===== config.mk =====
export PLATFORM = sky130hd
export DESIGN_NAME = spi_flash_responder_flat
export DESIGN_NICKNAME = d
export VERILOG_FILES = /design/src/rtl/spi_flash_pkg.sv /design/src/rtl/spi_flash_responder_if.sv /design/src/rtl/spi_sync_edge.sv /design/src/rtl/spi_flash_responder.sv /design/src/flat_wrapper.sv
export SDC_FILE = /design/constraint.sdc
export NUM_CORES = 1
export LEC_CHECK = 0
export BUFFER_PORTS_ARGS = -buffer_cell sky130_fd_sc_hd__buf_2
export CORE_UTILIZATION = 31
export CTS_BUF_LIST = sky130_fd_sc_hd__clkbuf_4 sky130_fd_sc_hd__clkbuf_8
export DETAILED_ROUTE_END_ITERATION = 10
export REMOVE_ABC_BUFFERS = 1
export SLEW_MARGIN = 15
export SYNTH_ARGS = -nofsm -noshare
export SYNTH_HDL_FRONTEND = slang
export SYNTH_SLANG_ARGS = --single-unit
export TNS_END_PERCENT = 10

===== constraint.sdc =====
create_clock -name clk -period 2.8 [get_ports clk]
set_input_delay 0.14 -clock clk [delete_from_list [all_inputs] [get_ports clk]]
set_output_delay 0.14 -clock clk [all_outputs]
set_load 0.03 [all_outputs]

===== src/rtl/spi_flash_pkg.sv =====
// ----------------------------------------------------------------------------
// spi_flash_pkg
// Shared definitions for the SPI NOR-flash responder:
//   - responder state encoding
//   - the two supported opcodes
//   - the width of the address field carried on the SPI bus
// ----------------------------------------------------------------------------
package spi_flash_pkg;

  // Width of the address field that follows a READ opcode on the wire.
  localparam int ADDR_BITS_FLASH = 24;

  localparam logic [7:0] OP_READ = 8'h03;
  localparam logic [7:0] OP_RDSR = 8'h05;

  typedef enum logic [2:0] {
    IDLE   = 3'd0,
    CMD    = 3'd1,
    ADDR   = 3'd2,
    STAT   = 3'd3,
    DATA   = 3'd4,
    IGNORE = 3'd5
  } state_t;

endpackage


===== src/rtl/spi_flash_responder_if.sv =====
// ----------------------------------------------------------------------------
// spi_flash_responder_if
// Bundles the SPI pins and the byte-wide memory read port of the responder.
//   spi_cs, spi_sck, spi_mosi : SPI inputs from the initiator
//   spi_miso, spi_miso_oe     : SPI read data and its output enable
//   mem_rd_en, mem_addr       : one-cycle read strobe and byte address
//   mem_rdata                 : read data, valid one clk after mem_rd_en
// Modports:
//   slave  - the responder side
//   master - the environment (SPI initiator + memory) side
// ----------------------------------------------------------------------------
interface spi_flash_responder_if
  import spi_flash_pkg::*;
#(
  parameter int ADDR_W = 12
) ();

  logic              spi_cs;
  logic              spi_sck;
  logic              spi_mosi;
  logic              spi_miso;
  logic              spi_miso_oe;
  logic              mem_rd_en;
  logic [ADDR_W-1:0] mem_addr;
  logic [7:0]        mem_rdata;

  modport slave (
    input  spi_cs,
    input  spi_sck,
    input  spi_mosi,
    output spi_miso,
    output spi_miso_oe,
    output mem_rd_en,
    output mem_addr,
    input  mem_rdata
  );

  modport master (
    output spi_cs,
    output spi_sck,
    output spi_mosi,
    input  spi_miso,
    input  spi_miso_oe,
    input  mem_rd_en,
    input  mem_addr,
    output mem_rdata
  );

endinterface


===== src/rtl/spi_sync_edge.sv =====
// ----------------------------------------------------------------------------
// spi_sync_edge
// Two-flop synchronizer for one asynchronous input, followed by a delay flop
// used to detect rising and falling edges of the synchronized level.
//   clk   : system clock
//   rst_n : synchronous active-low reset (all flops cleared)
//   din   : asynchronous input
//   sync  : synchronized level
//   rise  : one-cycle pulse when the synchronized level goes 0 -> 1
//   fall  : one-cycle pulse when the synchronized level goes 1 -> 0
// ----------------------------------------------------------------------------
module spi_sync_edge
  import spi_flash_pkg::*;
(
  input  logic clk,
  input  logic rst_n,
  input  logic din,
  output logic sync,
  output logic rise,
  output logic fall
);

  logic meta_reg;
  logic sync_reg;
  logic prev_reg;

  always_ff @(posedge clk) begin
    if (!rst_n) begin
      meta_reg <= 1'b0;
      sync_reg <= 1'b0;
      prev_reg <= 1'b0;
    end else begin
      meta_reg <= din;
      sync_reg <= meta_reg;
      prev_reg <= sync_reg;
    end
  end

  assign sync = sync_reg;
  assign rise = sync_reg & ~prev_reg;
  assign fall = ~sync_reg & prev_reg;

endmodule


===== src/rtl/spi_flash_responder.sv =====
// ----------------------------------------------------------------------------
// spi_flash_responder
// SPI mode-0 responder emulating a serial NOR flash. Supports READ (streams
// bytes from the local memory port, address auto-increments and wraps) and
// READ STATUS (returns 0x00 forever). Other opcodes are flagged with bad_cmd
// and the rest of the transaction is ignored.
// Ports:
//   clk     : system clock, all logic on the rising edge
//   rst_n   : synchronous active-low reset
//   bus     : SPI pins + memory read port (slave modport)
//   busy    : high while a transaction is open (state not IDLE)
//   bad_cmd : one-cycle pulse when an unsupported opcode completes
// ----------------------------------------------------------------------------
module spi_flash_responder
  import spi_flash_pkg::*;
#(
  parameter int         ADDR_W   = 12,
  parameter logic [7:0] CMD_READ = OP_READ,
  parameter logic [7:0] CMD_RDSR = OP_RDSR
) (
  input  logic                   clk,
  input  logic                   rst_n,
  spi_flash_responder_if.slave   bus,
  output logic                   busy,
  output logic                   bad_cmd
);

  // --------------------------------------------------------------------------
  // Input conditioning. Index 0 = sck, index 1 = cs.
  // --------------------------------------------------------------------------
  logic [1:0] raw_in;
  logic [1:0] edge_lvl;
  logic [1:0] edge_rise;
  logic [1:0] edge_fall;

  assign raw_in = {bus.spi_cs, bus.spi_sck};

  for (genvar gi = 0; gi < 2; gi++) begin : g_sync
    spi_sync_edge u_sync (
      .clk  (clk),
      .rst_n(rst_n),
      .din  (raw_in[gi]),
      .sync (edge_lvl[gi]),
      .rise (edge_rise[gi]),
      .fall (edge_fall[gi])
    );
  end

  logic sck_rise;
  logic sck_fall;
  logic cs_sync;
  logic cs_fall;

  assign sck_rise = edge_rise[0];
  assign sck_fall = edge_fall[0];
  assign cs_sync  = edge_lvl[1];
  assign cs_fall  = edge_fall[1];

  // mosi only needs the level; its two-flop delay matches the sck path, so
  // mosi_sync_reg holds the bit that was on the wire when sck rose.
  logic mosi_meta_reg;
  logic mosi_sync_reg;

  always_ff @(posedge clk) begin
    if (!rst_n) begin
      mosi_meta_reg <= 1'b0;
      mosi_sync_reg <= 1'b0;
    end else begin
      mosi_meta_reg <= bus.spi_mosi;
      mosi_sync_reg <= mosi_meta_reg;
    end
  end

  // --------------------------------------------------------------------------
  // State and datapath registers
  // --------------------------------------------------------------------------
  state_t              state_reg,     state_next;
  logic [4:0]          bit_cnt_reg,   bit_cnt_next;
  logic [ADDR_BITS_FLASH-2:0] rx_reg, rx_next;   // received bits so far
  logic [7:0]          tx_reg,        tx_next;   // byte being shifted out
  logic [7:0]          pf_reg,        pf_next;   // prefetched next byte
  logic [ADDR_W-1:0]   mem_addr_reg,  mem_addr_next;
  logic                mem_rd_en_reg, mem_rd_en_next;
  logic                rd_dly_reg,    rd_dly_next;  // mem_rdata valid this cycle
  logic                first_reg,     first_next;   // pending read feeds tx, not pf
  logic                miso_reg,      miso_next;
  logic                oe_reg,        oe_next;
  logic                bad_cmd_reg,   bad_cmd_next;

  // Received bits including the one being sampled this cycle.
  logic [ADDR_BITS_FLASH-1:0] rx_shift;
  assign rx_shift = {rx_reg, mosi_sync_reg};

  always_ff @(posedge clk) begin
    if (!rst_n) begin
      state_reg     <= IDLE;
      bit_cnt_reg   <= '0;
      rx_reg        <= '0;
      tx_reg        <= '0;
      pf_reg        <= '0;
      mem_addr_reg  <= '0;
      mem_rd_en_reg <= 1'b0;
      rd_dly_reg    <= 1'b0;
      first_reg     <= 1'b0;
      miso_reg      <= 1'b0;
      oe_reg        <= 1'b0;
      bad_cmd_reg   <= 1'b0;
    end else begin
      state_reg     <= state_next;
      bit_cnt_reg   <= bit_cnt_next;
      rx_reg        <= rx_next;
      tx_reg        <= tx_next;
      pf_reg        <= pf_next;
      mem_addr_reg  <= mem_addr_next;
      mem_rd_en_reg <= mem_rd_en_next;
      rd_dly_reg    <= rd_dly_next;
      first_reg     <= first_next;
      miso_reg      <= miso_next;
      oe_reg        <= oe_next;
      bad_cmd_reg   <= bad_cmd_next;
    end
  end

  always_comb begin
    state_next     = state_reg;
    bit_cnt_next   = bit_cnt_reg;
    rx_next        = rx_reg;
    tx_next        = tx_reg;
    pf_next        = pf_reg;
    mem_addr_next  = mem_addr_reg;
    mem_rd_en_next = 1'b0;
    rd_dly_next    = mem_rd_en_reg;
    first_next     = first_reg;
    miso_next      = miso_reg;
    oe_next        = oe_reg;
    bad_cmd_next   = 1'b0;

    if (cs_sync) begin
      // cs high dominates everything, including an sck edge seen this cycle.
      state_next   = IDLE;
      bit_cnt_next = '0;
      rx_next      = '0;
      miso_next    = 1'b0;
      oe_next      = 1'b0;
      first_next   = 1'b0;
    end else begin
      case (state_reg)
        IDLE: begin
          if (cs_fall) begin
            state_next   = CMD;
            bit_cnt_next = '0;
            rx_next      = '0;
          end
        end

        CMD: begin
          if (sck_rise) begin
            rx_next = rx_shift[ADDR_BITS_FLASH-2:0];
            if (bit_cnt_reg == 5'd7) begin
              bit_cnt_next = '0;
              if (rx_shift[7:0] == CMD_READ) begin
                state_next = ADDR;
              end else if (rx_shift[7:0] == CMD_RDSR) begin
                state_next = STAT;
                tx_next    = 8'h00;
              end else begin
                state_next   = IGNORE;
                bad_cmd_next = 1'b1;
              end
            end else begin
              bit_cnt_next = bit_cnt_reg + 5'd1;
            end
          end
        end

        ADDR: begin
          if (sck_rise) begin
            rx_next = rx_shift[ADDR_BITS_FLASH-2:0];
            if (bit_cnt_reg == 5'd23) begin
              // Upper address bits alias onto the local memory.
              mem_addr_next  = rx_shift[ADDR_W-1:0];
              mem_rd_en_next = 1'b1;
              first_next     = 1'b1;
              bit_cnt_next   = '0;
              state_next     = DATA;
            end else begin
              bit_cnt_next = bit_cnt_reg + 5'd1;
            end
          end
        end

        DATA: begin
          // Capture returning read data: the initial read goes straight into
          // the shifter, prefetches into the buffer.
          if (rd_dly_reg) begin
            if (first_reg) begin
              tx_next    = bus.mem_rdata;
              first_next = 1'b0;
            end else begin
              pf_next = bus.mem_rdata;
            end
          end
          if (sck_fall) begin
            miso_next = tx_reg[7];
            oe_next   = 1'b1;
            tx_next   = {tx_reg[6:0], 1'b0};
            if (bit_cnt_reg == 5'd0) begin
              // Fetch the following byte while this one is shifting out.
              mem_addr_next  = mem_addr_reg + 1'b1;
              mem_rd_en_next = 1'b1;
            end
            if (bit_cnt_reg == 5'd7) begin
              tx_next      = pf_reg;
              bit_cnt_next = '0;
            end else begin
              bit_cnt_next = bit_cnt_reg + 5'd1;
            end
          end
        end

        STAT: begin
          if (sck_fall) begin
            miso_next = tx_reg[7];
            oe_next   = 1'b1;
            tx_next   = {tx_reg[6:0], 1'b0};
          end
        end

        IGNORE: begin
          miso_next = 1'b0;
          oe_next   = 1'b0;
        end

        default: begin
          state_next = IDLE;
        end
      endcase
    end
  end

  // --------------------------------------------------------------------------
  // Outputs
  // --------------------------------------------------------------------------
  assign bus.spi_miso    = miso_reg;
  assign bus.spi_miso_oe = oe_reg;
  assign bus.mem_rd_en   = mem_rd_en_reg;
  assign bus.mem_addr    = mem_addr_reg;
  assign busy            = (state_reg != IDLE);
  assign bad_cmd         = bad_cmd_reg;

  // Deliberately unused: sck level, cs rise, top received bit.
  logic unused_ok;
  assign unused_ok = &{1'b0, edge_lvl[0], edge_rise[1], rx_shift[ADDR_BITS_FLASH-1]};

endmodule


===== src/flat_wrapper.sv =====
// flat-port wrapper written by rule: the top's interface ports become plain ports
module spi_flash_responder_flat import spi_flash_pkg::*;
#(
  parameter int         ADDR_W   = 12,
  parameter logic [7:0] CMD_READ = OP_READ,
  parameter logic [7:0] CMD_RDSR = OP_RDSR
)
  (clk, rst_n, busy, bad_cmd, bus_spi_cs, bus_spi_sck, bus_spi_mosi, bus_spi_miso, bus_spi_miso_oe, bus_mem_rd_en, bus_mem_addr, bus_mem_rdata);
  spi_flash_responder_if #(.ADDR_W(ADDR_W)) bus_i ();
  input  logic clk;
  input  logic rst_n;
  output logic busy;
  output logic bad_cmd;
  input wire logic [$bits(bus_i.spi_cs)-1:0] bus_spi_cs;
  input wire logic [$bits(bus_i.spi_sck)-1:0] bus_spi_sck;
  input wire logic [$bits(bus_i.spi_mosi)-1:0] bus_spi_mosi;
  output wire logic [$bits(bus_i.spi_miso)-1:0] bus_spi_miso;
  output wire logic [$bits(bus_i.spi_miso_oe)-1:0] bus_spi_miso_oe;
  output wire logic [$bits(bus_i.mem_rd_en)-1:0] bus_mem_rd_en;
  output wire logic [$bits(bus_i.mem_addr)-1:0] bus_mem_addr;
  input wire logic [$bits(bus_i.mem_rdata)-1:0] bus_mem_rdata;
  assign bus_i.spi_cs = bus_spi_cs;
  assign bus_i.spi_sck = bus_spi_sck;
  assign bus_i.spi_mosi = bus_spi_mosi;
  assign bus_spi_miso = bus_i.spi_miso;
  assign bus_spi_miso_oe = bus_i.spi_miso_oe;
  assign bus_mem_rd_en = bus_i.mem_rd_en;
  assign bus_mem_addr = bus_i.mem_addr;
  assign bus_i.mem_rdata = bus_mem_rdata;
  spi_flash_responder #(.ADDR_W(ADDR_W), .CMD_READ(CMD_READ), .CMD_RDSR(CMD_RDSR)) u_core (.clk(clk), .rst_n(rst_n), .bus(bus_i), .busy(busy), .bad_cmd(bad_cmd));
endmodule

==> results.sh, run 1 <==
export IMPL_yosysTopAreaCellShare_pct=39.1
export IMPL_dieArea_um2=10500
export IMPL_track_usage_pct=15.6
export IMPL_die_w_um=102
export IMPL_cts_root_buf="clkbuf_8"
export IMPL_clk_latency_ps=340
export IMPL_ys_async_sr_fraction_pct=0
export IMPL_syn_inst=379
export IMPL_rsz0062_at_grt="no"
export IMPL_path_class="reg2reg"
export IMPL_synth_compound_area_share_pct=24.5
export IMPL_synth_seq_cells=61
export IMPL_endpoint_kind="flop"
export IMPL_io_buffers=29
export IMPL_fin_setup_tns_ps=0
export IMPL_rows=36
export IMPL_worstHoldPathType="in2reg"
export IMPL_hpwl_um=5180
export IMPL_ys_types=61
export IMPL_drt_pre_antenna_iters=4
export IMPL_slew_headroom_pct=23.7
export IMPL_dpl_cell_area_um2=3390
export IMPL_worst_pin_slew_ps=1130
export IMPL_routed_via_count=2813
export IMPL_post_route_period_util_pct=85.5
export IMPL_grt_first_pass_wirelength_um=12600
export IMPL_synth_simple_area_share_pct=24.7
export IMPL_maxSlewViolCount=0
export IMPL_synth_area_leaders="dfxtp_1, a21oi_1, mux2i_1"
export IMPL_max_freq_mhz=418
export IMPL_hold_viol=0
export IMPL_start_util_pct=31.9
export IMPL_synth_top_family_by_area="simple AND/OR/NAND/NOR gates"
export IMPL_grt_max_degree=23
export IMPL_syn_avg_cell_area_um2=8.23
export IMPL_grt_pass1_vias=2437
export IMPL_yosys_cell_count_top_type="dfxtp_1"
export IMPL_antennaDiodeCount=0
export IMPL_dp_cells=522
export IMPL_final_nets=418
export IMPL_run_status="finished, final reports clean"
export IMPL_synth_commonest_cells="dfxtp_1, a21oi_1, nand2_1, nor2_1, nand3_1"
export IMPL_ctsHtreeMaxLevel=3
export IMPL_ios=30
export IMPL_synthMuxAreaShare_pct=5.45
export IMPL_yosys_area_top_type="dfxtp_1"
export IMPL_cp_required_ps=3050
export IMPL_synthFlopType="dfxtp_1"
export IMPL_antenna_found_initial=0
export IMPL_setup_violations=0
export IMPL_finish_instance_area_um2=3650
export IMPL_cp_max_fo=20
export IMPL_synthAdderAreaFrac_pct=1.20
export IMPL_leakage_nw=1.36
export IMPL_clkTransAtPathRegs_ps=70
export IMPL_post_drt_wl_per_cell_um=14.2
export IMPL_grt_overflow=0
export IMPL_design_core_area_um2=9770
export IMPL_finClkSkew_ps=8.56
export IMPL_fin_cells=540
export IMPL_fin_hold_ws_ps=20.9
export IMPL_max_vdd_ir_drop_mv=0.212
export IMPL_cts_max_path_buffers=2
export IMPL_routed_wl_um=7650
export IMPL_powerDensity_nw_per_um2=532
export IMPL_drc=0
export IMPL_area_growth_pct=17.1
export IMPL_largest_reg_flops=12
export IMPL_synth_edf_count=0
export IMPL_drive_above_1_share_pct=17.7
export IMPL_yosysSeqAreaShare_pct=39.1
export IMPL_cts_tree="yes"
export IMPL_numCtsBuffers=9
export IMPL_cp_start_kind="flop"
export IMPL_drt_first_iter_violations=152
export IMPL_clock_sinks=61
export IMPL_synth_xor_area_share_pct=0.842
export IMPL_ant_nets=0
export IMPL_fin_util_pct=37.4
export IMPL_yosys_warnings=0
export IMPL_die_y_um=102
export IMPL_worstPathArrival_ps=2650
export IMPL_gp_congestion=0.832
export IMPL_maxCapViolCount=0
export IMPL_syn_cell_area_um2=3120
export IMPL_routed_via_density=5.21
export IMPL_period_needed_ps=2390
export IMPL_post_cts_buffers=0
==> metrics by stage <==
stage               worst slack [ps]  power [mW]
floorplan                        205       0.944
global placement                 490       0.975
detailed placement               467       0.975
CTS                              439        1.97
global route                     224        2.01
finish                           407        1.94
==> cell type report <==
cell class,count,area (µm²)
clock inverters,4,95.1
multi-input cells,286,1780
flip-flops and latches,61,1220
clock buffers,12,153
fillers,1012,6120
well taps,133,166
repair buffers,39,225
inverters,5,18.8
==> final timing paths <==
path | from | end | slack (ps) | cells after the start
max | u_core.state_reg[0]$_SDFFE_PP0P_ | u_core.bit_cnt_reg[4]$_SDFFE_PP0P_ | 410 | 5
min | bus_spi_cs | u_core.g_sync[1].u_sync.meta_reg$_SDFF_PN0_ | 20 | 2
max reg2reg | u_core.state_reg[0]$_SDFFE_PP0P_ | u_core.bit_cnt_reg[4]$_SDFFE_PP0P_ | 410 | 5
min reg2reg | u_core.g_sync[1].u_sync.meta_reg$_SDFF_PN0_ | u_core.g_sync[1].u_sync.sync$_SDFF_PN0_ | 440 | 1
==> power breakdown <==
part	internal, mW	total [mW]	leakage (nW)	switching (mW)
logic	0.0271	0.0734	0.743	0.0463
clock network	0.635	0.984	0.127	0.349
registers	0.876	0.885	0.493	0.00952
total	1.54	1.94	1.36	0.405
==> critical path, cell delays in order (launching register included) <==
cell,delay (ps)
dfxtp_1,530
or3b_2,550
a21oi_1,260
o221ai_2,270
or4_1,540
a21oi_1,160
==> logic make-up (layout without fill, tap and decap cells) <==
| kind of cell | count (synthesis) | in the layout |
|---|---|---|
| flops | 61 | 61 |
| fa+ha+maj | 3 | 3 |
| compound gates | 118 | 118 |
| simple gates | 145 | 145 |
| buf+inv | 32 | 60 |
| mux | 17 | 17 |
| xor+xnor | 3 | 3 |
==> metal layers <==
layer	track usage [%]	wire length, µm	part of all wire, %
met4	3.52	31	0.41
met5	0	0	0
met3	4.51	282	3.7
met1	21.2	3910	51
met2	24.2	3420	45
==> cells in the final DEF, fill, tap and decap left out, types with 5 or more instances in the layout <==
cell      synthesis  layout
nor3_1            5       5
or3b_2            6       6
buf_2             2      29
o21ai_0          16      16
nand2b_1          5       5
buf_4             0       8
nand3_1          23      23
inv_1             5       5
mux2i_1          17      17
nand2_1          35      35
nor2_1           31      31
a211oi_1         10      10
a21oi_1          53      53
and2_1            9       9
clkbuf_8          0      10
nor2b_1           8       8
dfxtp_1          61      61
==> timing repair <==
item,4_1_cts,5_1_grt
setup endpoints to repair,0,0
hold buffers,2,0
hold endpoints to repair,2,0
resized for setup,0,0
No activity file was read; power rests on OpenSTA's default activity.
==> inputs of run 2 (changes only) <==
- CORE_UTILIZATION: 31 -> 61
- PLACE_DENSITY: not set -> 0.93
==> run 2 against run 1 <==
  * Register-to-register slack is essentially flat
  * Cell area shrank 3.1%
  * Non-clock buffer count shrank 2
  * Sequential power is essentially flat
  * First-iteration DRC count grew 59%
  * Highest routed layer unchanged
  * Sequential share of layout area grew 1.1 points
  * Cell count shrank 13%
  * Via count grew 3.7%
  * Worst hold slack lost 12 ps
==> results.sh, run 2 (same netlist as run 1, synthesis figures left out) <==
export IMPL_run_status="finished, final reports clean"
export IMPL_dieArea_um2=5410
export IMPL_drt_first_iter_violations=241
export IMPL_final_nets=416
export IMPL_power_internal_mw=1.50
export IMPL_drt_pre_antenna_iters=5
export IMPL_largest_reg_flops=12
export IMPL_hold_viol=0
export IMPL_power_frac_seq_pct=46.8
export IMPL_mostFrequentLayoutCells="dfxtp_1, a21oi_1, nand2_1, nor2_1, buf_2"
export IMPL_cp_start_kind="flop"
export IMPL_die_w_um=73.5
export IMPL_ant_nets=0
export IMPL_routed_via_density=6.19
export IMPL_numCtsBuffers=9
export IMPL_finClkSkew_ps=8.53
export IMPL_path_class="reg2reg"
export IMPL_hpwl_um=4850
export IMPL_post_drt_wl_per_cell_um=15.8
export IMPL_highest_signal_layer="met4"
export IMPL_pwr_share_clk_pct=49.4
export IMPL_design_core_area_um2=4820
export IMPL_die_y_um=73.5
export IMPL_clk_latency_ps=340
export IMPL_total_power_mw=1.89
export IMPL_gp_congestion=0.930
export IMPL_start_util_pct=64.8
export IMPL_io_buffers=29
export IMPL_grt_overflow=0
export IMPL_rows=25
export IMPL_leakage_nw=1.35
export IMPL_period_needed_ps=2400
export IMPL_final_common_cell="dfxtp_1"
export IMPL_area_growth_pct=13.5
export IMPL_post_cts_buffers=0
export IMPL_grt_pass1_vias=2581
export IMPL_maxSlewViolCount=0
export IMPL_worst_pin_slew_ps=816
export IMPL_cp_max_fo=10
export IMPL_cp_required_ps=2990
export IMPL_slew_headroom_pct=45.4
export IMPL_routed_wl_um=7420
export IMPL_p_sw_mw=0.398
export IMPL_max_freq_mhz=417
export IMPL_clkTransAtPathRegs_ps=70
export IMPL_drive_above_1_share_pct=17.1
export IMPL_clock_sinks=61
export IMPL_antennaDiodeCount=0
export IMPL_grt_first_pass_wirelength_um=12100
export IMPL_wl_met2_um=3540
export IMPL_p_sw_share_pct=21.0
export IMPL_cts_max_path_buffers=2
export IMPL_p_comb_share_pct=3.8
export IMPL_ios=30
export IMPL_powerDensity_nw_per_um2=535
export IMPL_track_usage_pct=29.5
export IMPL_setup_violations=0
export IMPL_dr_wl_met3_um=458
export IMPL_cts_tree="yes"
export IMPL_post_route_period_util_pct=85.6
export IMPL_endpoint_kind="flop"
export IMPL_cts_root_buf="clkbuf_8"
export IMPL_worstHoldPathType="in2reg"
export IMPL_fin_hold_ws_ps=8.95
export IMPL_grt_max_degree=25
export IMPL_worstPathArrival_ps=2590
export IMPL_ctsHtreeMaxLevel=3
export IMPL_drc=0
export IMPL_maxCapViolCount=0
export IMPL_wl_met1_um=3270
export IMPL_antenna_found_initial=0
export IMPL_fin_setup_tns_ps=0
export IMPL_max_vdd_ir_drop_mv=0.458
export IMPL_rsz0062_at_grt="no"
export IMPL_routed_via_count=2917
==> run 2: changes by cell type in the layout (fill, tap and decap cells not counted), sizes merged <==
cell,delta
clkbuf,-2
buf,-2
clkinv,+1
==> run 2: repair_timing <==
action                     CTS  global route
gates resized for setup      0             0
setup endpoints to repair    0             0
hold buffers                 2             0
hold endpoints to repair     2             0
==> run 2: stage by stage <==
| stage | std cells | utilization (%) | setup WS, ps | cell area (µm²) |
|---|---|---|---|---|
| 3_5_place_dp | 454 | 68.3 | 418 | 3290 |
| 4_1_cts | 471 | 73.5 | 408 | 3540 |
| 6_report | 471 | 73.5 | 404 | 3540 |
| 3_3_place_gp | 454 | 68.3 | 535 | 3290 |
| 5_1_grt | 471 | 73.5 | 270 | 3540 |
| 2_1_floorplan | 352 | - | 205 | 3010 |
==> run 2: path summary, 6_finish.rpt <==
path | startpoint | end | depth (start not counted) | slack [ps]
setup / recovery | u_core.bit_cnt_reg[0]$_SDFFE_PP0P_ | u_core.tx_reg[4]$_SDFFE_PN0P_ | 6 | 400
hold / removal | bus_spi_sck | u_core.g_sync[0].u_sync.meta_reg$_SDFF_PN0_ | 2 | 9
hold reg to reg | u_core.g_sync[0].u_sync.meta_reg$_SDFF_PN0_ | u_core.g_sync[0].u_sync.sync$_SDFF_PN0_ | 1 | 440
setup reg to reg | u_core.bit_cnt_reg[0]$_SDFFE_PP0P_ | u_core.tx_reg[4]$_SDFFE_PN0P_ | 6 | 400
==> run 2: worst max-delay path, cell delays in order, from the launching register on <==
cell	delay [ps]
dfxtp_1	400
ha_1	280
nand4bb_1	300
or4_4	580
a31oi_4	320
and2_2	270
a211oi_1	100
==> run 2: power groups by stage <==
stage | logic [mW] | registers [mW] | clock network (mW)
after floorplan | 0.0423 | 0.902 | 0
after global placement | 0.0673 | 0.905 | 0
after detailed placement | 0.0690 | 0.905 | 0
after CTS | 0.0715 | 0.885 | 0.947
after global routing | 0.0797 | 0.886 | 0.979
final | 0.0727 | 0.886 | 0.935
==> run 2: cell type report <==
class / instances / area [µm²]
clock buffers: 10 / 131
fillers: 358 / 1280
repair buffers: 37 / 210
well taps: 67 / 83.8
multi-input cells: 286 / 1780
clock inverters: 5 / 100
inverters: 5 / 18.8
flip-flops and latches: 61 / 1220
==> run 2: routing by layer <==
metal | track usage [%] | vias up
met5 | 0 | -
met4 | 15.4 | 0
met3 | 5.21 | 17
met2 | 46.4 | 124
met1 | 38.6 | 1352
li1 | - | 1424
==> inputs of run 3 (changes only) <==
- GPL_TIMING_DRIVEN: not set -> 0
- SYNTH_HIERARCHICAL: not set -> 1
==> run 3 against run 2 <==
  * The run now ends with negative hold slack left
  * Sequential share of layout area down 0.81 points
  * Total power fell by 1.9%
  * Clock power down 4.7%
  * Synthesized cell count is 0.26% higher
  * Non-clock buffer count fell by 4
  * Cell area up 2.4%
  * Global-route usage rose by 2.6 points
  * Sequential power is essentially flat
  * Largest cell class unchanged
==> results.sh, run 3 <==
export IMPL_run_status="finished with violations"
export IMPL_violations="negative hold slack"
export IMPL_syn_avg_cell_area_um2=8.51
export IMPL_routed_via_count=3216
export IMPL_syn_inst=380
export IMPL_worstHoldPathType="in2reg"
export IMPL_total_power_mw=1.86
export IMPL_r2r_end="u_core/bus.mem_addr[10]$_SDFFE_PN0P_"
export IMPL_numCtsBuffers=9
export IMPL_worst_pin_slew_ps=1150
export IMPL_gp_congestion=0.864
export IMPL_die_y_um=74.8
export IMPL_worstPathArrival_ps=2860
export IMPL_design_core_area_um2=5110
export IMPL_clk_latency_ps=360
export IMPL_drc=0
export IMPL_track_usage_pct=32.1
export IMPL_num_fill_cells=392
export IMPL_leakage_nw=1.42
export IMPL_reg2reg_depth=4
export IMPL_start_util_pct=63.4
export IMPL_hp_start="bus_spi_cs"
export IMPL_grt_pass1_vias=2958
export IMPL_clkTransAtPathRegs_ps=80
export IMPL_max_freq_mhz=377
export IMPL_yosys_warnings=6
export IMPL_seq_area_um2=1220
export IMPL_grt_overflow=0
export IMPL_cp_max_fo=18
export IMPL_routed_wl_um=8650
export IMPL_cts_max_path_buffers=2
export IMPL_ios=30
export IMPL_cts_tree="yes"
export IMPL_cp_required_ps=3010
export IMPL_rrSetupSlack_ps=150
export IMPL_powerDensity_nw_per_um2=512
export IMPL_rsz0062_at_grt="no"
export IMPL_fin_setup_tns_ps=0
export IMPL_drt_first_iter_violations=325
export IMPL_period_needed_ps=2650
export IMPL_max_vdd_ir_drop_mv=0.318
export IMPL_fin_hold_ws_ps=-10.1
export IMPL_grt_max_degree=26
export IMPL_grt_first_pass_wirelength_um=13400
export IMPL_multi_input_area_um2=1870
export IMPL_final_common_cell="dfxtp_1"
export IMPL_io_buffers=29
export IMPL_syn_cell_area_um2=3240
export IMPL_finish_instance_area_um2=3630
export IMPL_routed_via_density=6.83
export IMPL_startpoint="u_core/state_reg[2]$_SDFFE_PP0P_"
export IMPL_rows=26
export IMPL_clock_sinks=61
export IMPL_path_class="reg2reg"
export IMPL_post_drt_wl_per_cell_um=18.4
export IMPL_drt_pre_antenna_iters=5
export IMPL_fin_util_pct=71.0
export IMPL_finClkSkew_ps=12.9
export IMPL_r2r_start="u_core/state_reg[2]$_SDFFE_PP0P_"
export IMPL_post_route_period_util_pct=94.7
export IMPL_dpl_cell_area_um2=3370
export IMPL_cp_start_kind="flop"
export IMPL_hpwl_um=5410
export IMPL_mostFrequentLayoutCells="dfxtp_1, nand3_1, nand2_1, buf_2, nor2_1"
export IMPL_antennaDiodeCount=0
export IMPL_antenna_found_initial=0
export IMPL_ctsHtreeMaxLevel=3
export IMPL_endpoint_kind="flop"
export IMPL_maxCapViolCount=0
export IMPL_post_cts_buffers=0
export IMPL_slew_headroom_pct=22.6
export IMPL_fin_cells=471
export IMPL_drive_above_1_share_pct=18.0
export IMPL_worstSetupEndpoint="u_core/bus.mem_addr[10]$_SDFFE_PN0P_"
export IMPL_ant_nets=0
export IMPL_final_nets=412
export IMPL_largest_reg_flops=12
export IMPL_dieArea_um2=5600
export IMPL_maxSlewViolCount=0
export IMPL_hold_viol=1
export IMPL_die_w_um=74.8
export IMPL_dp_cells=453
export IMPL_cts_root_buf="clkbuf_8"
export IMPL_area_growth_pct=12.1
export IMPL_setup_violations=0
run 3: what timing repair did:
| item | 4_1_cts | 5_1_grt |
|---|---|---|
| setup endpoints to repair | 0 | 17 |
| endpoints found under the hold margin | 2 | 0 |
| hold buffers | 2 | 0 |
| gates resized for setup | 0 | 3 |
run 3: cell type report:
cell class / instances / share of cell area (%)
multi-input combinational: 281 / 51.7
sequential: 61 / 33.7
timing repair buffer: 33 / 5.07
clock buffer: 9 / 3.42
clock inverter: 7 / 2.73
tap: 70 / 2.42
inverter: 10 / 1.04
run 3: worst min-delay path by stage:
stage,to,depth (start not counted)
global placement,u_core/g_sync[0].u_sync/meta_reg$_SDFF_PN0_,2
finish,u_core/g_sync[1].u_sync/meta_reg$_SDFF_PN0_,2
detailed placement,u_core/g_sync[0].u_sync/meta_reg$_SDFF_PN0_,2
floorplan,u_core/g_sync[0].u_sync/meta_reg$_SDFF_PN0_,1
global route,u_core/g_sync[1].u_sync/meta_reg$_SDFF_PN0_,2
CTS,u_core/g_sync[1].u_sync/meta_reg$_SDFF_PN0_,2
run 3: per-stage QoR:
stage / setup slack [ps] / hold slack [ps]
after global routing: 50.7 / 7.19
after CTS: 4.87 / 4.81
after detailed placement: 112 / 344
after floorplan: -12.0 / 262
final: 148 / -10.1
after global placement: -1060 / 342
run 3: worst max-delay path, stage by stage, from the launching register on:
cell,delay [ps]
dfxtp_1,660
nor3b_4,560
nand4b_1,590
a221oi_1,520
o32ai_1,170
run 3: routing by layer:
layer	GRT usage (%)	vias up	part of all wire, %
li1	-	1473	-
met1	38.8	1529	41
met2	52.2	183	48
met3	8.70	31	8.6
met4	17.2	0	2.5
met5	0	-	0
run 3: where the power goes:
group / switching (mW) / internal [mW]
clock: 0.386 / 0.505
sequential: 0.00882 / 0.875
combinational: 0.0545 / 0.0282
